<file path="src/rtl/vga_sync_gen.sv">
// 640x480@60 VGA raster timing: pixel-rate divider, h/v counters, registered syncs,
// visible-area flag and per-pixel / per-frame strobes.
module vga_sync_gen #(
  parameter int DIV = 4,
  parameter int HD  = 640,
  parameter int HF  = 16,
  parameter int HR  = 96,
  parameter int HB  = 48,
  parameter int VD  = 480,
  parameter int VF  = 10,
  parameter int VR  = 2,
  parameter int VB  = 33
) (
  input  logic       clk,
  input  logic       reset,
  output logic [9:0] pixel_x,
  output logic [8:0] pixel_y,
  output logic       video_on_out,
  output logic       hsync,
  output logic       vsync,
  output logic       p_tick,
  output logic       frame_tick
);

  localparam int HT = HD + HF + HR + HB;
  localparam int VT = VD + VF + VR + VB;
  localparam int HW = $clog2(HT);
  localparam int VW = 10;
  localparam int DW = $clog2(DIV);

  localparam logic [DW-1:0] DIV_LAST = DW'(DIV - 1);
  localparam logic [HW-1:0] H_LAST   = HW'(HT - 1);
  localparam logic [HW-1:0] H_VIS    = HW'(HD);
  localparam logic [HW-1:0] H_SYNC_S = HW'(HD + HF);
  localparam logic [HW-1:0] H_SYNC_E = HW'(HD + HF + HR - 1);
  localparam logic [VW-1:0] V_LAST   = VW'(VT - 1);
  localparam logic [VW-1:0] V_VIS    = VW'(VD);
  localparam logic [VW-1:0] V_SYNC_S = VW'(VD + VF);
  localparam logic [VW-1:0] V_SYNC_E = VW'(VD + VF + VR - 1);

  logic [DW-1:0] div_cnt;
  logic [HW-1:0] h_cnt;
  logic [HW-1:0] h_next;
  logic [VW-1:0] v_cnt;
  logic [VW-1:0] v_next;
  logic          h_end;
  logic          v_end;
  logic          hsync_q;
  logic          vsync_q;

  assign p_tick = (div_cnt == DIV_LAST);
  assign h_end  = (h_cnt == H_LAST);
  assign v_end  = (v_cnt == V_LAST);

  always_comb begin
    h_next = h_cnt + HW'(1);
    v_next = v_cnt;
    if (h_end) begin
      h_next = '0;
      v_next = v_end ? '0 : v_cnt + VW'(1);
    end
  end

  // Syncs are decoded from the next count so the flop output lines up with h_cnt/v_cnt.
  always_ff @(posedge clk or posedge reset) begin
    if (reset) begin
      div_cnt <= '0;
      h_cnt   <= '0;
      v_cnt   <= '0;
      hsync_q <= 1'b1;
      vsync_q <= 1'b1;
    end else begin
      div_cnt <= p_tick ? '0 : div_cnt + DW'(1);
      if (p_tick) begin
        h_cnt   <= h_next;
        v_cnt   <= v_next;
        hsync_q <= !((h_next >= H_SYNC_S) && (h_next <= H_SYNC_E));
        vsync_q <= !((v_next >= V_SYNC_S) && (v_next <= V_SYNC_E));
      end
    end
  end

  assign pixel_x      = 10'(h_cnt);
  assign pixel_y      = v_cnt[8:0];
  assign video_on_out = (h_cnt < H_VIS) && (v_cnt < V_VIS);
  assign hsync        = hsync_q;
  assign vsync        = vsync_q;
  assign frame_tick   = p_tick && h_end && v_end;

endmodule

</file>
<file path="config.mk">
export PLATFORM = sky130hd
export DESIGN_NAME = vga_sync_gen
export DESIGN_NICKNAME = d
export VERILOG_FILES = /design/src/rtl/vga_sync_gen.sv
export SDC_FILE = /design/constraint.sdc
export NUM_CORES = 1
export LEC_CHECK = 0
export BUFFER_PORTS_ARGS = -buffer_cell sky130_fd_sc_hd__buf_2
export CORE_MARGIN = 1
export CORE_UTILIZATION = 40
export DETAILED_ROUTE_END_ITERATION = 8
export PLACE_DENSITY_LB_ADDON = 0.05
export SETUP_SLACK_MARGIN = 0.2
export SLEW_MARGIN = 20
export SYNTH_ARGS = -nofsm -noshare
export SYNTH_HDL_FRONTEND = slang
export SYNTH_SLANG_ARGS = --single-unit
</file>
<file path="constraint.sdc">
create_clock -name clk -period 5.9 [get_ports clk]
set_clock_uncertainty 0.15 [all_clocks]
set_input_delay 0.295 -clock clk [delete_from_list [all_inputs] [get_ports clk]]
set_output_delay 0.295 -clock clk [all_outputs]
set_load 0.005 [all_outputs]
</file>
; ---- Word-level counts from Yosys, hierarchy flattened
; Cells that the tools add are included.
[classes]
magnitude_cmp = 6
n_reduce_logical = 7
add_sub_neg = 3
eq_ne = 3
muxes = 4
[op_table]
columns = operator, count
row1 = $mux 10, 3
row2 = $add 10x1->10 const B, 2
row3 = $eq 10x10->1 const B, 2
row4 = $ge 10x10->1 const B, 1
row5 = $ge 10x9->1 const B, 1
row6 = $le 10x10->1 const B, 1
row7 = $le 10x9->1 const B, 1
row8 = $lt 10x10->1 const B, 1
row9 = $lt 10x9->1 const B, 1
row10 = $logic_and 1x1->1, 5
row11 = $add 2x1->2 const B, 1
row12 = $eq 2x2->1 const B, 1
row13 = $logic_not 1->1, 2
row14 = $mux 2, 1
[word_totals]
in_bits = 2
reg_bits = 24
out_inout_bits = 24

; ---- Longest topological paths before layout
; Gate-level depths: netlist of run 1.
[logic_depth]
word_depth = 6
ltp_mapped = 8
mapped_depth_nobuf = 7

; ---- Least setup slack after synthesis of run 1
; OpenSTA, ideal clock, no wires.
[synth_path]
path_type = register to register
start = register h_cnt[6] (netlist: pixel_x[6])
end = register vsync_q (netlist: vsync)
path_stages_with_launch = 7
setup_slack_ns = 3.671
synth_period_minus_slack_ns = 2.229
arrival_time_ns = 1.996
path_cell_list = dfrtp_1 -> buf_6 -> or3b_4 -> or4_4 -> nor3_2 -> o221ai_1 -> o32a_1
[synth_between]
elab_chain_cells = 5
[synth_lines]
columns = element, line
row1 = from (decl), 42  ; logic [HW-1:0] h_cnt;
row2 = from (signal assigned), 75  ; h_cnt <= h_next;
row3 = $eq 10x10->1 (*), 52  ; assign h_end = (h_cnt == H_LAST);
row4 = $mux 10 (*), 58  ; if (h_end) begin
row5 = $ge 10x9->1 or $le 10x9->1 (tied branches), 78  ; vsync_q <= !((v_next >= V_SYNC_S) && (v_next <= V_SYNC_E));
row6 = $logic_and 1x1->1 (*), 78
row7 = $logic_not 1->1 (*), 78
row8 = to (signal assigned), 78
row9 = to (decl), 49  ; logic vsync_q;
; Mark *: on every way between the ends. The rest lies on a longest branch, timed or not.
; A chain may end at the register's enable or synchronous reset.

; ---- Final worst setup path of run 1
[layout_path]
start = register v_cnt[1]
end = output frame_tick
[layout_between]
elab_chain_cells = 2
[layout_lines]
columns = element, line
row1 = from (decl), 44  ; logic [VW-1:0] v_cnt;
row2 = from (signal assigned), 76  ; v_cnt <= v_next;
row3 = $eq 10x10->1, 53  ; assign v_end = (v_cnt == V_LAST);
row4 = $logic_and 1x1->1, 88  ; assign frame_tick = p_tick && h_end && v_end;
row5 = to (decl), 22  ; output logic frame_tick
; No other way between the ends.

==> results, run 1 <==
- The run finished with clean final reports.
- Measured against its own limit, the worst slew margin works out to between 30% and 40%.
- The total power after layout is roughly 0.29 mW.
- The post-synthesis cell type count is between 40 and 50.
- The floorplan step set the die height to 65.5 um.
- Of the cells placed in the final design, the portion with a size suffix greater than 1 is ~18%.
- The slowest stage of the critical path belongs to the cell sky130_fd_sc_hd__nor4_1.
- The pin count of the biggest net entering global routing is 25.
- The internal reg-to-reg setup slack is 3.20 ns.
- TritonCTS built the clock tree.
- In the global route stage, overall resource usage came out at 19.2%.
- The worst path required time is 5.45 ns.
- The mapped cell area is 1610 um^2.
- The via count of the first global-routing pass is 1,288.
- For this design, the CTS-stage hold fixing added 0 buffers.
- Routability-driven placement finished with a final weighted congestion of 0.864.
- The count of final hold-check violations is 0.
- The number of post-CTS setup repair buffers is 0.
- The endpoint of the worst register-to-register path is v_cnt[4].
- The critical path goes through inv_1 -> ha_1 -> or4b_1 -> nor4_1 -> and2_1 -> buf_2.
- The synthesized netlist net count is 194.
- The area fraction of the dominant cell type after synthesis is 34.2%.
- Measured along the x axis, the die boundary spans 65.5 um.
- The gate count of the mapped netlist is 187.
- The largest area contributor in the netlist is sky130_fd_sc_hd__dfrtp_1.
- The design area is 1740 um^2.
- Synthesis inferred 24 register bits.
- The final critical path takes up 50.6% of the cycle.
- The root buffer cell chosen for the clock tree is sky130_fd_sc_hd__clkbuf_8.
- Sequential elements use 37.5% of the synthesized area.
- For this block, the initial DRC count from the detailed router was around 110.
- The net count of the finished layout is 204.
- The count of buffers inserted at the top-level ports is 25.
- After clock tree synthesis, the repair step resized 0 gates.
- The post-layout instance count excluding filler cells is 244.
- The row count is 22.
- The critical-path maximum fanout is 7.
- The clock passes through at most 2 buffers.
- The worst setup path is launched from a flip-flop.
- The number of diodes added for antenna fixing is 0.
- The average routed wire per standard cell is approximately 15 um.
- The post-layout worst setup margin is 2.91 ns.
- Setup total negative slack on the finished layout was measured at 0 ns.
- The final critical path time including I/O delays and setup is about 3 ns.
- Timing analysis after detailed placement gives a worst setup slack of between 3 and 4 ns.
- The origin of the critical flop-to-flop path is v_cnt[1].
- The number of placed cells counting well taps is 240.
- The cell count of the worst reg-to-reg path is 7.
- The detail route stage leaves a number of antenna-violating nets equal to 0.
- The leakage power figure is 0.753 nW.
- The power density over the cells is 165 nW/um^2.
- Once placement finished, the instance area stood at roughly 1700 um^2.
- The initial antenna violation count was 0.
- In the post-synthesis netlist, the biggest area contributors are sky130_fd_sc_hd__dfrtp_1 (34%), sky130_fd_sc_hd__nand2_1 (5.4%), sky130_fd_sc_hd__buf_4 (4.2%).
- The average instance in the mapped netlist occupies 8.61 um^2.
- Relative to the synthesized area, the layout overhead comes to 7.85%.
- For the pin with the worst max-slew slack, the measured transition is 1.03 ns.
- The initial core utilization is 42.7%.
- Yosys printed 0 warnings.
- The fraction of synthesis flops using an asynchronous set or reset pin is 100%.
- The critical path is of the flip-flop to output port type.
- The predominant post-synthesis flop cell is sky130_fd_sc_hd__dfrtp_1.
- The class of the tightest hold or removal check is primary input to async pin.
- Pin placement for this block handled 26 I/O pins.
- Detailed routing inserted a total of 1,392 vias.
- Clock-pin slew was measured on the worst setup and hold paths at 0.09 ns.
- Setup violations remaining at the end of the flow were counted as 0.
- Data arrives at the worst endpoint at 2.54 ns.
- For this run, the detailed router's first-pass iteration total came to 4.
- The number of buffers added by the clock tree synthesis step is 3.
- The clock reaches the later pin of the worst-skew pair after 0.27 ns.
- Across the run, the number of max-cap violations was 0.
- The first global-routing pass estimated between 6000 and 7000 um of wire.
- The total overflow left after global routing is 0.
- Counting flops with a built-in enable in the synthesized netlist gives 0.
- The detailed-placement wirelength estimate is 2690 um.
- Setup repair after global routing left no endpoint under its margin.
- The clock sink count is 24.
- The worst-case IR drop observed on VDD is 0.0729 mV.
- Static timing analysis puts the maximum clock frequency at 335 MHz.
- After detailed routing, the number of remaining DRC violations is 0.
- After detailed routing, the total wire length is 3750 um.
- Using the TritonRoute via totals, the vias-per-cell ratio works out to ~5.7.
- The largest incremental delay on the critical path is 0.79 ns.
- The element type at the critical path end is an output port.
- The floorplan step defined a die boundary enclosing 4280 um^2.
- The floorplan core area is 3770 um^2.
- The final-report max-slew violation count came to 0.
- The number of H-tree levels is 1.
-- through the flow --
step,hold slack [ns],utilization (%)
6_report,0.0716,46.1
5_1_grt,0.173,46.1
4_1_cts,0.124,46.1
3_5_place_dp,0.266,44.6
3_3_place_gp,0.264,44.6
2_1_floorplan,0.158,-
-- per-layer routing --
metal  share of wire [%]  track usage [%]
met1                  49             29.3
met5                   0                0
met4                 1.2             6.52
met3                 6.9             2.26
met2                  43             27.4
-- power breakdown --
| part | switching, mW | total, mW | internal [mW] |
|---|---|---|---|
| clock | 0.0582 | 0.118 | 0.0598 |
| sequential | 0 | 0.164 | 0.164 |
| combinational | 0.00331 | 0.00357 | 0.000264 |
| total | 0.0615 | 0.286 | 0.224 |
-- state kept, by name, summed over array words and instances (netlist names) --
name,flops
hsync,1
pixel_x,10
div_cnt,2
v_cnt,10
vsync,1
-- logic make-up after synthesis --
family | count (synthesis) | share of synthesized area [%]
buf+inv | 29 | 9.40
flops | 24 | 37.5
compound gates | 42 | 16.8
fa+ha+maj | 5 | 3.89
xor+xnor | 9 | 4.90
simple gates | 76 | 26.3
mux | 2 | 1.24
-- synth_stat cells (2+ instances only) --
| library cell | number |
|---|---|
| sky130_fd_sc_hd__and3_1 | 7 |
| sky130_fd_sc_hd__clkbuf_1 | 9 |
| sky130_fd_sc_hd__or3_1 | 2 |
| sky130_fd_sc_hd__buf_4 | 9 |
| sky130_fd_sc_hd__o21ai_0 | 12 |
| sky130_fd_sc_hd__o31ai_1 | 3 |
| sky130_fd_sc_hd__nand3_1 | 3 |
| sky130_fd_sc_hd__and4_1 | 2 |
| sky130_fd_sc_hd__nand2b_1 | 4 |
| sky130_fd_sc_hd__a21oi_1 | 9 |
| sky130_fd_sc_hd__dfrtp_1 | 22 |
| sky130_fd_sc_hd__inv_1 | 8 |
| sky130_fd_sc_hd__nor4_1 | 2 |
| sky130_fd_sc_hd__nor2_1 | 8 |
| sky130_fd_sc_hd__dfstp_2 | 2 |
| sky130_fd_sc_hd__xnor2_1 | 7 |
| sky130_fd_sc_hd__xor2_1 | 2 |
| sky130_fd_sc_hd__ha_1 | 5 |
| sky130_fd_sc_hd__nand4_1 | 6 |
| sky130_fd_sc_hd__a31oi_1 | 5 |
| sky130_fd_sc_hd__mux2i_1 | 2 |
| sky130_fd_sc_hd__nor3b_1 | 2 |
| sky130_fd_sc_hd__nand2_1 | 23 |
| sky130_fd_sc_hd__nor3_1 | 6 |
| sky130_fd_sc_hd__nand4b_1 | 2 |
| sky130_fd_sc_hd__nor3_2 | 2 |
-- cells in the final DEF (no fill, tap or decap), drive strengths merged, types with 2 or more instances in the layout --
cell type  synthesis  routed
mux2i              2       2
a21oi              9       9
clkbuf             9       4
o31ai              3       3
nor3b              2       2
nand2b             4       4
and3               7       7
nand3              3       3
nor4               2       2
or3                2       2
nand4b             2       2
nand2             23      23
dfstp              2       2
dfrtp             22      22
inv                8       8
xor2               2       2
and4               2       2
nand4              6       6
xnor2              7       7
nor2               8       8
nor3               8       8
a31oi              5       5
buf               12      26
ha                 5       5
o21ai             12      12
-- how the worst max path moves through the flow --
stage	startpoint	to	slack, ns	depth (start not counted)
floorplan	pixel_x[6]	vsync	3.67	6
global placement	v_cnt[1]	frame_tick	3.28	6
detailed placement	v_cnt[1]	frame_tick	3.27	6
CTS	v_cnt[1]	frame_tick	2.95	6
global route	v_cnt[1]	frame_tick	2.77	6
finish	v_cnt[1]	frame_tick	2.91	6
-- critical path, delay by kind of cell (launching register included) --
kind,cells,cell delay [ns]
adder cells (fa/ha/maj),1,0.16
buffers and inverters,2,0.22
flip-flops,1,0.43
AND/OR/NAND/NOR,3,1.45
-- final cells by class --
| type | count | area, um^2 |
|---|---|---|
| tap | 48 | 60.1 |
| inverter | 8 | 30.0 |
| timing repair buffer | 26 | 133 |
| sequential | 24 | 603 |
| fill | 371 | 2030 |
| multi-input combinational | 134 | 856 |
| clock buffer | 4 | 55.1 |
Power figures use the tool's default switching activity.
==> inputs of run 2 (changes only) <==
==> constraint.sdc (replaced) <==
create_clock -name clk -period 2.9 [get_ports clk]
set_clock_uncertainty 0.15 [all_clocks]
set_input_delay 0.145 -clock clk [delete_from_list [all_inputs] [get_ports clk]]
set_output_delay 0.145 -clock clk [all_outputs]
set_load 0.005 [all_outputs]
==> run 2 against run 1 <==
  * Sequential cell count unchanged
  * Core utilization up 1.1 points
  * Sequential share of layout area decreased by 0.78 points
  * Largest power group unchanged
  * Die area did not move
  * Via count is 2.0% higher
  * Hold slack gained 0.21 ns
==> results, run 2 (synthesis results as in run 1) <==
- The first-pass iteration count of the detailed router is 4.
- The count of final hold-check violations is 0.
- The row count is 22.
- The leakage power figure is between 0.7 and 0.8 nW.
- The die covers 4280 um^2.
- The share of final-layout standard cells stronger than drive strength 1 is 19.9%.
- The net count of the finished layout is between 200 and 250.
- The sort of element at the start of the critical path is a flip-flop.
- The final estimated routing congestion in global placement is 0.832.
- The worst path in the final design needs a cycle of around 2.4 ns, including I/O delays and setup.
- The share of the clock period used by the worst path after layout is 81.3%.
- The count of buffers inserted at the top-level ports is 25.
- The HPWL after detailed placement is between 2000 and 3000 um.
- The number of diodes added for antenna fixing is 0.
- The clock sink count is 24.
- The library cell used most frequently in the layout, excluding fill and tap cells, is sky130_fd_sc_hd__buf_2.
- In this run the tightest slew margin relative to its limit is between 30% and 40%.
- The clock tree buffer depth is 2.
- The number of gates resized after CTS was 0.
- Setup repair after global routing left no endpoint under its margin.
- The final-report max-slew violation count is 0.
- The total congestion overflow after global routing is 0.
- The largest incremental delay on the critical path is 0.61 ns.
- Setup slack on the critical path of the routed design comes to ~0.54 ns.
- Power spread over the standard cell area amounts to 327 nW/um^2.
- The worst path required time is 2.96 ns.
- The element type at the critical path end is a flip-flop.
- In this run the number of H-tree levels came out at 1.
- Setup violations remaining at the end of the flow were counted as 0.
- For this run, design rule violations remaining after detail routing come to 0.
- The filler cell count in the final layout is roughly 380.
- The via count of the first global-routing pass was 1,351.
- In the layout the commonest cells are sky130_fd_sc_hd__buf_2 (25), sky130_fd_sc_hd__nand2_1 (23), sky130_fd_sc_hd__dfrtp_1 (22).
- The total global routing track utilization is about a fifth.
- The total of max-cap violations is 0.
- At the later pin of the worst-skew pair, clock insertion delay measures 0.28 ns.
- The violation count after the first detailed-routing iteration is ~100.
- At the placement stage, the worst setup path has a slack of 0.605 ns.
- Measured along the x axis, the die boundary spans 65.5 um.
- The final core utilization is 47.1%.
- The clock-pin transition on the worst setup and hold timing paths is roughly 0.090 ns.
- Walking the worst path, the cells encountered are ha_1 -> nand4_1 -> or4_4 -> nor3_2 -> o221ai_1 -> o32a_1.
- The number of buffers added by the clock tree synthesis step is 3.
- The area overhead of the layout relative to synthesis is 10.3%.
- 26 I/O pins were placed.
- Summed over all failing endpoints, the final setup total negative slack is 0 ns.
- The wire length reported by the detailed router is 3750 um.
- The clock tree from TritonCTS is yes.
- The maximum achievable frequency is 424 MHz.
- The first global-routing pass estimated 6640 um of wire.
- On the final layout, the worst hold slack is 0.280 ns.
- Entering global routing, the biggest net connects 25 pins.
- The initial antenna violation count is 0.
- The flow ran to the end, and the final reports show no timing, DRC or antenna violations.
- The maximum vdd drop is 0.203 mV.
- In the final routed layout, each cell accounts on average for ~15 um.
- The design draws 0.581 mW.
- The total area inside the core boundary comes to 3770 um^2.
- STA puts the critical path data arrival time at 2.42 ns.
- The critical-path maximum fanout is 6.
- The die is ~65 um tall.
- The worst-path cell with the longest stage delay is sky130_fd_sc_hd__or4_4.
- The post-detailed-route count of antenna-violating nets is 0.
- The class of the tightest hold or removal check is flip-flop to flip-flop.
- The initial utilization of the core area, before any placement, comes to 42.7%.
- The slew at the pin closest to its max-slew limit is 0.909 ns.
- The via count is 1,420.
- The type of the worst setup path is flip-flop to flip-flop.
- Using the TritonRoute via totals, the vias-per-cell ratio works out to about 5.7.
- The tree is rooted in a sky130_fd_sc_hd__clkbuf_8.
[run 2: cell count changes in the layout (fill, tap and decap cells not counted)]
cell                            change
sky130_fd_sc_hd__dlygate4sd3_1      +1
sky130_fd_sc_hd__buf_4              +4
[run 2: worst paths after layout]
kind,slack (ns),depth (start not counted),from,to
max,0.54,6,pixel_x[1],vsync
max reg2reg,0.54,6,pixel_x[1],vsync
max in group asynchronous,1.60,3,reset,pixel_x[4]
min reg2reg,0.28,1,div_cnt[0],div_cnt[0]
min,0.28,1,div_cnt[0],div_cnt[0]
min in group asynchronous,0.45,3,reset,v_cnt[2]
[run 2: final cells by class]
class | count | area [um^2] | share of cell area, %
Sequential cell | 24 | 603 | 33.9
Inverter | 8 | 30.0 | 1.69
Multi-Input combinational cell | 134 | 856 | 48.2
Clock buffer | 4 | 55.1 | 3.10
Timing Repair Buffer | 31 | 173 | 9.72
Tap cell | 48 | 60.1 | 3.38
[run 2: power breakdown]
group | leakage [nW] | switching, mW | total, mW | internal [mW]
clock network | 0.0288 | 0.117 | 0.239 | 0.122
registers | 0.314 | 0 | 0.334 | 0.334
logic | 0.436 | 0.00654 | 0.00795 | 0.00141
[run 2: worst max-delay path, delay by kind of cell, from the launching register on]
family,cells,cell delay [ns]
DFF,1,0.43
AOI/OAI and AO/OA,2,0.49
and+or+nand+nor,3,0.98
adders and majority gates,1,0.24
[run 2: layer usage]
metal  wire (um)  GRT usage, %  up-vias
li1            -             -      701
met1        1920          29.6      676
met2        1600          29.8       38
met3         160          2.60        5
met4          65          8.15        0
met5           0             0        -
[run 2: timing repair]
action | 4_1_cts | 5_1_grt
hold buffers | 1 | 0
buffers inserted | 0 | 0
endpoints found under the hold margin | 22 | 0
[run 2: metrics by stage]
stage / cell area [um^2] / cells
final: 1780 / 249
after global routing: 1780 / 249
after CTS: 1780 / 249
after detailed placement: 1710 / 244
after global placement: 1710 / 244
after floorplan: 1610 / 187
